[src/rtl/dual_edge_logic_pipe_if.sv]
// Handshake and data bus for dual_edge_logic_pipe: producer side (in_*, a, b, op selects)
// and consumer side (out_*, f, g, xfer_cnt).
interface dual_edge_logic_pipe_if #(
  parameter int unsigned WIDTH = 8,
  parameter int unsigned CH    = 2,
  parameter int unsigned CNT_W = 8
);
  logic                  in_valid;
  logic                  in_ready;
  logic [CH*WIDTH-1:0]   a;
  logic [CH*WIDTH-1:0]   b;
  logic [1:0]            op1_sel;
  logic [1:0]            op2_sel;
  logic                  out_valid;
  logic                  out_ready;
  logic [CH*WIDTH-1:0]   f;
  logic [CH*WIDTH-1:0]   g;
  logic [CNT_W-1:0]      xfer_cnt;

  modport master (
    output in_valid, a, b, op1_sel, op2_sel, out_ready,
    input  in_ready, out_valid, f, g, xfer_cnt
  );

  modport slave (
    input  in_valid, a, b, op1_sel, op2_sel, out_ready,
    output in_ready, out_valid, f, g, xfer_cnt
  );
endinterface

[src/rtl/dual_edge_logic_pipe.sv]
// Half-cycle-split logic pipeline: stage 1 (op1 of a,b) on the falling edge,
// stage 2 (op2 of f,b) on the rising edge, with valid/ready flow control and a transfer counter.
module dual_edge_logic_pipe #(
  parameter int unsigned WIDTH = 8,
  parameter int unsigned CH    = 2,
  parameter int unsigned CNT_W = 8
) (
  input  logic                 clk,
  input  logic                 rst_n,
  dual_edge_logic_pipe_if.slave bus
);
  localparam int unsigned W = WIDTH * CH;

  typedef enum logic [1:0] {
    OP_OR   = 2'd0,
    OP_AND  = 2'd1,
    OP_XOR  = 2'd2,
    OP_XNOR = 2'd3
  } op_e;

  function automatic logic [W-1:0] apply_op(input op_e op, input logic [W-1:0] x,
                                            input logic [W-1:0] y);
    logic [W-1:0] r;
    r = '0;
    for (int unsigned c = 0; c < CH; c++) begin
      case (op)
        OP_OR:   r[c*WIDTH +: WIDTH] = x[c*WIDTH +: WIDTH] | y[c*WIDTH +: WIDTH];
        OP_AND:  r[c*WIDTH +: WIDTH] = x[c*WIDTH +: WIDTH] & y[c*WIDTH +: WIDTH];
        OP_XOR:  r[c*WIDTH +: WIDTH] = x[c*WIDTH +: WIDTH] ^ y[c*WIDTH +: WIDTH];
        default: r[c*WIDTH +: WIDTH] = ~(x[c*WIDTH +: WIDTH] ^ y[c*WIDTH +: WIDTH]);
      endcase
    end
    return r;
  endfunction

  // Rising-edge state
  logic [W-1:0]     a_q, a_d, b_q, b_d, g_q, g_d;
  op_e              op1_q, op1_d, op2_q, op2_d;
  logic             front_valid_q, front_valid_d;
  logic             acc_tog_q, acc_tog_d;
  logic             out_valid_q, out_valid_d;
  logic [CNT_W-1:0] cnt_q, cnt_d;

  // Falling-edge state
  logic [W-1:0]     f_q, f_d, bf_q, bf_d;
  logic             done_tog_q, done_tog_d;

  logic f_done, out_free, in_ready, accept, front_move, consume;

  // f_done is "set on negedge, cleared on posedge"; a toggle pair keeps each flop
  // owned by a single edge: acceptance flips acc_tog, stage 1 copies it into done_tog.
  assign f_done     = (acc_tog_q == done_tog_q);
  assign out_free   = !out_valid_q || bus.out_ready;
  assign in_ready   = !front_valid_q || out_free;
  assign accept     = bus.in_valid && in_ready;
  assign front_move = front_valid_q && f_done && out_free;
  assign consume    = out_valid_q && bus.out_ready;

  always_comb begin
    a_d           = a_q;
    b_d           = b_q;
    op1_d         = op1_q;
    op2_d         = op2_q;
    front_valid_d = front_valid_q;
    acc_tog_d     = acc_tog_q;
    g_d           = g_q;
    out_valid_d   = out_valid_q;
    cnt_d         = cnt_q;

    if (accept) begin
      a_d           = bus.a;
      b_d           = bus.b;
      op1_d         = op_e'(bus.op1_sel);
      op2_d         = op_e'(bus.op2_sel);
      front_valid_d = 1'b1;
      acc_tog_d     = ~acc_tog_q;
    end else if (front_move) begin
      front_valid_d = 1'b0;
    end

    if (front_move) begin
      g_d         = apply_op(op2_q, f_q, bf_q);
      out_valid_d = 1'b1;
    end else if (consume) begin
      out_valid_d = 1'b0;
    end

    if (consume) cnt_d = cnt_q + CNT_W'(1);
  end

  always_ff @(posedge clk or negedge rst_n) begin
    if (!rst_n) begin
      a_q           <= '0;
      b_q           <= '0;
      op1_q         <= OP_OR;
      op2_q         <= OP_OR;
      front_valid_q <= 1'b0;
      acc_tog_q     <= 1'b0;
      g_q           <= '0;
      out_valid_q   <= 1'b0;
      cnt_q         <= '0;
    end else begin
      a_q           <= a_d;
      b_q           <= b_d;
      op1_q         <= op1_d;
      op2_q         <= op2_d;
      front_valid_q <= front_valid_d;
      acc_tog_q     <= acc_tog_d;
      g_q           <= g_d;
      out_valid_q   <= out_valid_d;
      cnt_q         <= cnt_d;
    end
  end

  always_comb begin
    f_d        = f_q;
    bf_d       = bf_q;
    done_tog_d = done_tog_q;
    if (front_valid_q && !f_done) begin
      f_d        = apply_op(op1_q, a_q, b_q);
      bf_d       = b_q;
      done_tog_d = acc_tog_q;
    end
  end

  always_ff @(negedge clk or negedge rst_n) begin
    if (!rst_n) begin
      f_q        <= '0;
      bf_q       <= '0;
      done_tog_q <= 1'b0;
    end else begin
      f_q        <= f_d;
      bf_q       <= bf_d;
      done_tog_q <= done_tog_d;
    end
  end

  assign bus.in_ready  = in_ready;
  assign bus.out_valid = out_valid_q;
  assign bus.f         = f_q;
  assign bus.g         = g_q;
  assign bus.xfer_cnt  = cnt_q;
endmodule

[src/flat_wrapper.sv]
// flat-port wrapper written by rule: the top's interface ports become plain ports
module dual_edge_logic_pipe_flat 
#(
  parameter int unsigned WIDTH = 8,
  parameter int unsigned CH    = 2,
  parameter int unsigned CNT_W = 8
)
  (clk, rst_n, bus_in_valid, bus_a, bus_b, bus_op1_sel, bus_op2_sel, bus_out_ready, bus_in_ready, bus_out_valid, bus_f, bus_g, bus_xfer_cnt);
  dual_edge_logic_pipe_if #(.WIDTH(WIDTH), .CH(CH), .CNT_W(CNT_W)) bus_i ();
  input  logic clk;
  input  logic rst_n;
  input wire logic [$bits(bus_i.in_valid)-1:0] bus_in_valid;
  input wire logic [$bits(bus_i.a)-1:0] bus_a;
  input wire logic [$bits(bus_i.b)-1:0] bus_b;
  input wire logic [$bits(bus_i.op1_sel)-1:0] bus_op1_sel;
  input wire logic [$bits(bus_i.op2_sel)-1:0] bus_op2_sel;
  input wire logic [$bits(bus_i.out_ready)-1:0] bus_out_ready;
  output wire logic [$bits(bus_i.in_ready)-1:0] bus_in_ready;
  output wire logic [$bits(bus_i.out_valid)-1:0] bus_out_valid;
  output wire logic [$bits(bus_i.f)-1:0] bus_f;
  output wire logic [$bits(bus_i.g)-1:0] bus_g;
  output wire logic [$bits(bus_i.xfer_cnt)-1:0] bus_xfer_cnt;
  assign bus_i.in_valid = bus_in_valid;
  assign bus_i.a = bus_a;
  assign bus_i.b = bus_b;
  assign bus_i.op1_sel = bus_op1_sel;
  assign bus_i.op2_sel = bus_op2_sel;
  assign bus_i.out_ready = bus_out_ready;
  assign bus_in_ready = bus_i.in_ready;
  assign bus_out_valid = bus_i.out_valid;
  assign bus_f = bus_i.f;
  assign bus_g = bus_i.g;
  assign bus_xfer_cnt = bus_i.xfer_cnt;
  dual_edge_logic_pipe #(.WIDTH(WIDTH), .CH(CH), .CNT_W(CNT_W)) u_core (.clk(clk), .rst_n(rst_n), .bus(bus_i));
endmodule
[config.mk]
export PLATFORM = sky130hd
export DESIGN_NAME = dual_edge_logic_pipe_flat
export DESIGN_NICKNAME = d
export VERILOG_FILES = /design/src/rtl/dual_edge_logic_pipe_if.sv /design/src/rtl/dual_edge_logic_pipe.sv /design/src/flat_wrapper.sv
export SDC_FILE = /design/constraint.sdc
export NUM_CORES = 1
export LEC_CHECK = 0
export CELL_PAD_IN_SITES_DETAIL_PLACEMENT = 0
export CELL_PAD_IN_SITES_GLOBAL_PLACEMENT = 1
export CORE_ASPECT_RATIO = 0.6
export CORE_UTILIZATION = 43
export CTS_CLUSTER_SIZE = 10
export DETAILED_ROUTE_END_ITERATION = 10
export GPL_ROUTABILITY_DRIVEN = 0
export PLACE_DENSITY_LB_ADDON = 0.2
export SYNTH_ARGS = -nofsm -noshare
export SYNTH_HDL_FRONTEND = slang
export SYNTH_SLANG_ARGS = --single-unit
[constraint.sdc]
create_clock -name clk -period 1.6 [get_ports clk]
set_input_delay 0.32 -clock clk [delete_from_list [all_inputs] [get_ports clk]]
set_output_delay 0.32 -clock clk [all_outputs]
set_load 0.01 [all_outputs]
==> qor.csv <==
stage;metric;value;unit
final_layout;insertedDiodeCount;0;
logic_synthesis;synth_edf_count;0;
timing;tightestPinTransition;0.333;ns
timing;setup_viol;67;
logic_synthesis;synth_fa_ha_area_share;14.0;%
cts;clk_latency;0.34;ns
global_route;grt_first_pass_wirelength;24300;um
global_route;grt_max_degree;37;
logic_synthesis;synth_cell_types;34;
logic_synthesis;synth_compound_gate_area_share;12.9;%
timing;finClkSkew;0.00833;ns
timing;finalHoldViolCount;0;
logic_synthesis;syn_inst;585;
final_layout;final_cell_area;0.00832;mm2
placed_design;port_buffers;81;
worst_hold_path;holdCritPathClass;flop to flop;
final_layout;area_delta_synth_final;42.7;%
worst_setup_path;path_cells;buf_4, inv_2, ha_4, xor2_1, nand2_1, a31oi_1;
worst_setup_path;worstPathArrival;2.43;ns
route;vias;4837;
pwr;power.density;2070;mW/mm2
logic_synthesis;synthArstFlopShare;100;%
global_route;use_met3;4.87;%
logic_synthesis;ys_ff_latch;96;
floorplanning;die_area;0.0140;mm2
logic_synthesis;synth-simple-area-share;8.57;%
route;ant_nets;0;
logic_synthesis;syn_area;0.00583;mm2
worst_setup_path;cp_slowest_cell;dfrtn_1;
route;drt-wirelength-per-cell;15.7;um
pwr;p_leak;4.12;nW
worst_setup_path;criticalPathCategory;flop to flop;
run;maxCapViolCount;0;
logic_synthesis;synth_ff_type;dfrtp_1;
worst_setup_path;required;1.86;ns
placed_design;hpwl;10700;um
cts;h-tree-depth;3;
route;viasPerCell;5.08;
global_route;antenna_found_initial;0;
run_status;violations;design-rule violations, negative setup slack;
worst_setup_path;end_kind;flop;
worst_setup_path;cpPeakStageDelay;0.44;ns
placed_design;placed_area;0.00765;mm2
logic_synthesis;synthesis.nets;690;
global_route;first_global_vias;4944;
floorplanning;start_util;44.8;%
floorplanning;rows;32;
route;drtIter0Drc;154;
cts;cts_made_buffers;9;
global_route;grt_use_total;22.3;%
global_route;grt_busiest_layer;met2;
worst_setup_path;worstSetupStartpointType;flop;
final_layout;final_cell_count_no_fill;953;
worst_setup_path;cp_num_buf_inv;2;
logic_synthesis;synth_top_family_by_area;adder cells;
final_layout;fin_nets;883;
logic_synthesis;yosysSeqAreaShare;41.2;%
placed_design;place_inst;906;
run_status;outcome;finished with violations;
route;dr.pass1.iters;9;
floorplanning;design.core.area;0.0130;mm2
logic_synthesis;yosys-mux-area-fraction;7.34;%
cts;clockBufferDepth;2;
cts;cts_root_buf;clkbuf_16;
global_route;grt_use_met1;28.4;%
cts;cts_sinks;96;
pwr;total_power;17.2;mW
floorplanning;die_h;92.2;um
final_layout;final_cell_mix;118 x buf_4, 86 x inv_1, 59 x dfrtp_1, 54 x ha_1, 45 x clkdlybuf4s50_1;
route;wirelength;15000;um
route;drc_errors;4;
timing;setup_slack;-0.569;ns
logic_synthesis;syn_area_per_cell;9.96;um2
final_layout;drive_above_1_share;28.0;%
logic_synthesis;ys_warn_count;0;
pwr;peakVddDrop;0.910;mV
worst_setup_path;path_delay_family;flip-flops;
logic_synthesis;synth_xor_area_share;6.31;%
cts;path_clk_slew;0.07;ns
global_route;use_met2;38.1;%
final_layout;layout_commonest_cell;buf_4;
global_route;gr-total-overflow;0;
timing;drv_slew;0;
floorplanning;die_w;152;um
cts;cts_tree;yes;
floorplanning;ios;82;
timing;slew_headroom;77.8;%
timing;rsz0062_at_grt;true;
worst_setup_path;cp_max_fo;3;
synthesized netlist by cell type (all sizes together) (2+ instances only):
master	count	area, um2
nand2	37	146
nor2b	28	175
a211oi	2	15.0
buf	28	173
a21oi	14	70.1
mux2	38	428
o21ai	19	95.1
dfrtp	63	1580
xnor2	11	96.3
ha	65	813
and3	2	12.5
a31oi	44	275
nor2	6	22.5
o31ai	2	15.0
a31o	2	17.5
xor2	31	272
inv	95	357
a211o	30	263
nand3b	2	18.8
dfrtn	33	826
clkbuf	10	37.5
and2	2	12.5
nand3	17	85.1
stage by stage:
step                TNS [ns]  hold slack, ns  setup WS (ns)  util (%)
floorplan             -20.68          0.0244         -0.493         -
global placement      -36.35           0.350         -0.552      58.8
detailed placement    -38.24           0.355         -0.559      58.8
CTS                   -30.56           0.484         -0.519      62.7
global route          -33.39           0.497         -0.614      63.9
finish                -30.11           0.476         -0.569      63.9
report_power, final:
| part | internal [mW] | total [mW] | switching [mW] |
|---|---|---|---|
| logic | 5.54 | 10.8 | 5.28 |
| clock network | 1.05 | 2.00 | 0.946 |
| registers | 3.56 | 4.37 | 0.807 |
| total | 10.2 | 17.2 | 7.03 |
worst reg2reg max path: stages, from the launching register on:
cell	delay [ns]
dfrtn_1	0.44
buf_4	0.14
inv_2	0.04
ha_4	0.25
xor2_1	0.14
nand2_1	0.08
a31oi_1	0.19
metal layers:
metal	vias to the layer above	routed length (um)
met4	0	172
met1	2413	6830
met2	85	7420
li1	2324	-
met5	-	0
met3	15	575
kinds of logic (layout without fill, tap and decap cells):
group	after synthesis	count (layout)
buffers and inverters	133	331
and+or+nand+nor	98	98
AOI/OAI and AO/OA	113	113
muxes	38	38
adders and majority gates	65	65
DFF	96	96
xor gates and xnor gates	42	42
worst paths after layout:
check,cells past startpoint,startpoint,to,slack (ns)
setup / recovery,6,u_core.bus.f[8],u_core.bus.g[8],-0.57
hold / removal,1,u_core.bus.xfer_cnt[7],u_core.bus.xfer_cnt[7],0.48
setup reg to reg,6,u_core.bus.f[8],u_core.bus.g[8],-0.57
hold reg to reg,1,u_core.bus.xfer_cnt[7],u_core.bus.xfer_cnt[7],0.48
max in group asynchronous,3,rst_n,u_core.bus.f[15],0.13
min in group asynchronous,3,rst_n,u_core.b_q[3],0.54
state kept, by name, indices dropped and copies added, names as in the netlist:
register / cells
u_core.a_q: 16
u_core.op2_q: 2
u_core.front_valid_q: 1
u_core.acc_tog_q: 1
u_core.bus.out_valid: 1
u_core.op1_q: 2
u_core.bus.f: 16
u_core.b_q: 16
u_core.bus.xfer_cnt: 8
u_core.bus.g: 16
u_core.done_tog_q: 1
u_core.bf_q: 16
what timing repair did:
action,in CTS,in global routing
cloned,3,0
setup buffers,20,8
hold endpoints to repair,6,0
setup endpoints to repair,78,97
gates resized for setup,112,29
pin swaps,11,18
hold buffers,1,0
cell type report:
type / count / area, um2
Sequential cell: 96 / 2410
Tap cell: 170 / 213
Inverter: 95 / 364
Clock inverter: 5 / 33.8
Timing Repair Buffer: 220 / 1980
Clock buffer: 11 / 233
Multi-Input combinational cell: 356 / 3090
Fill cell: 1052 / 4690
Note: power is estimated with default switching activity, not from simulation.
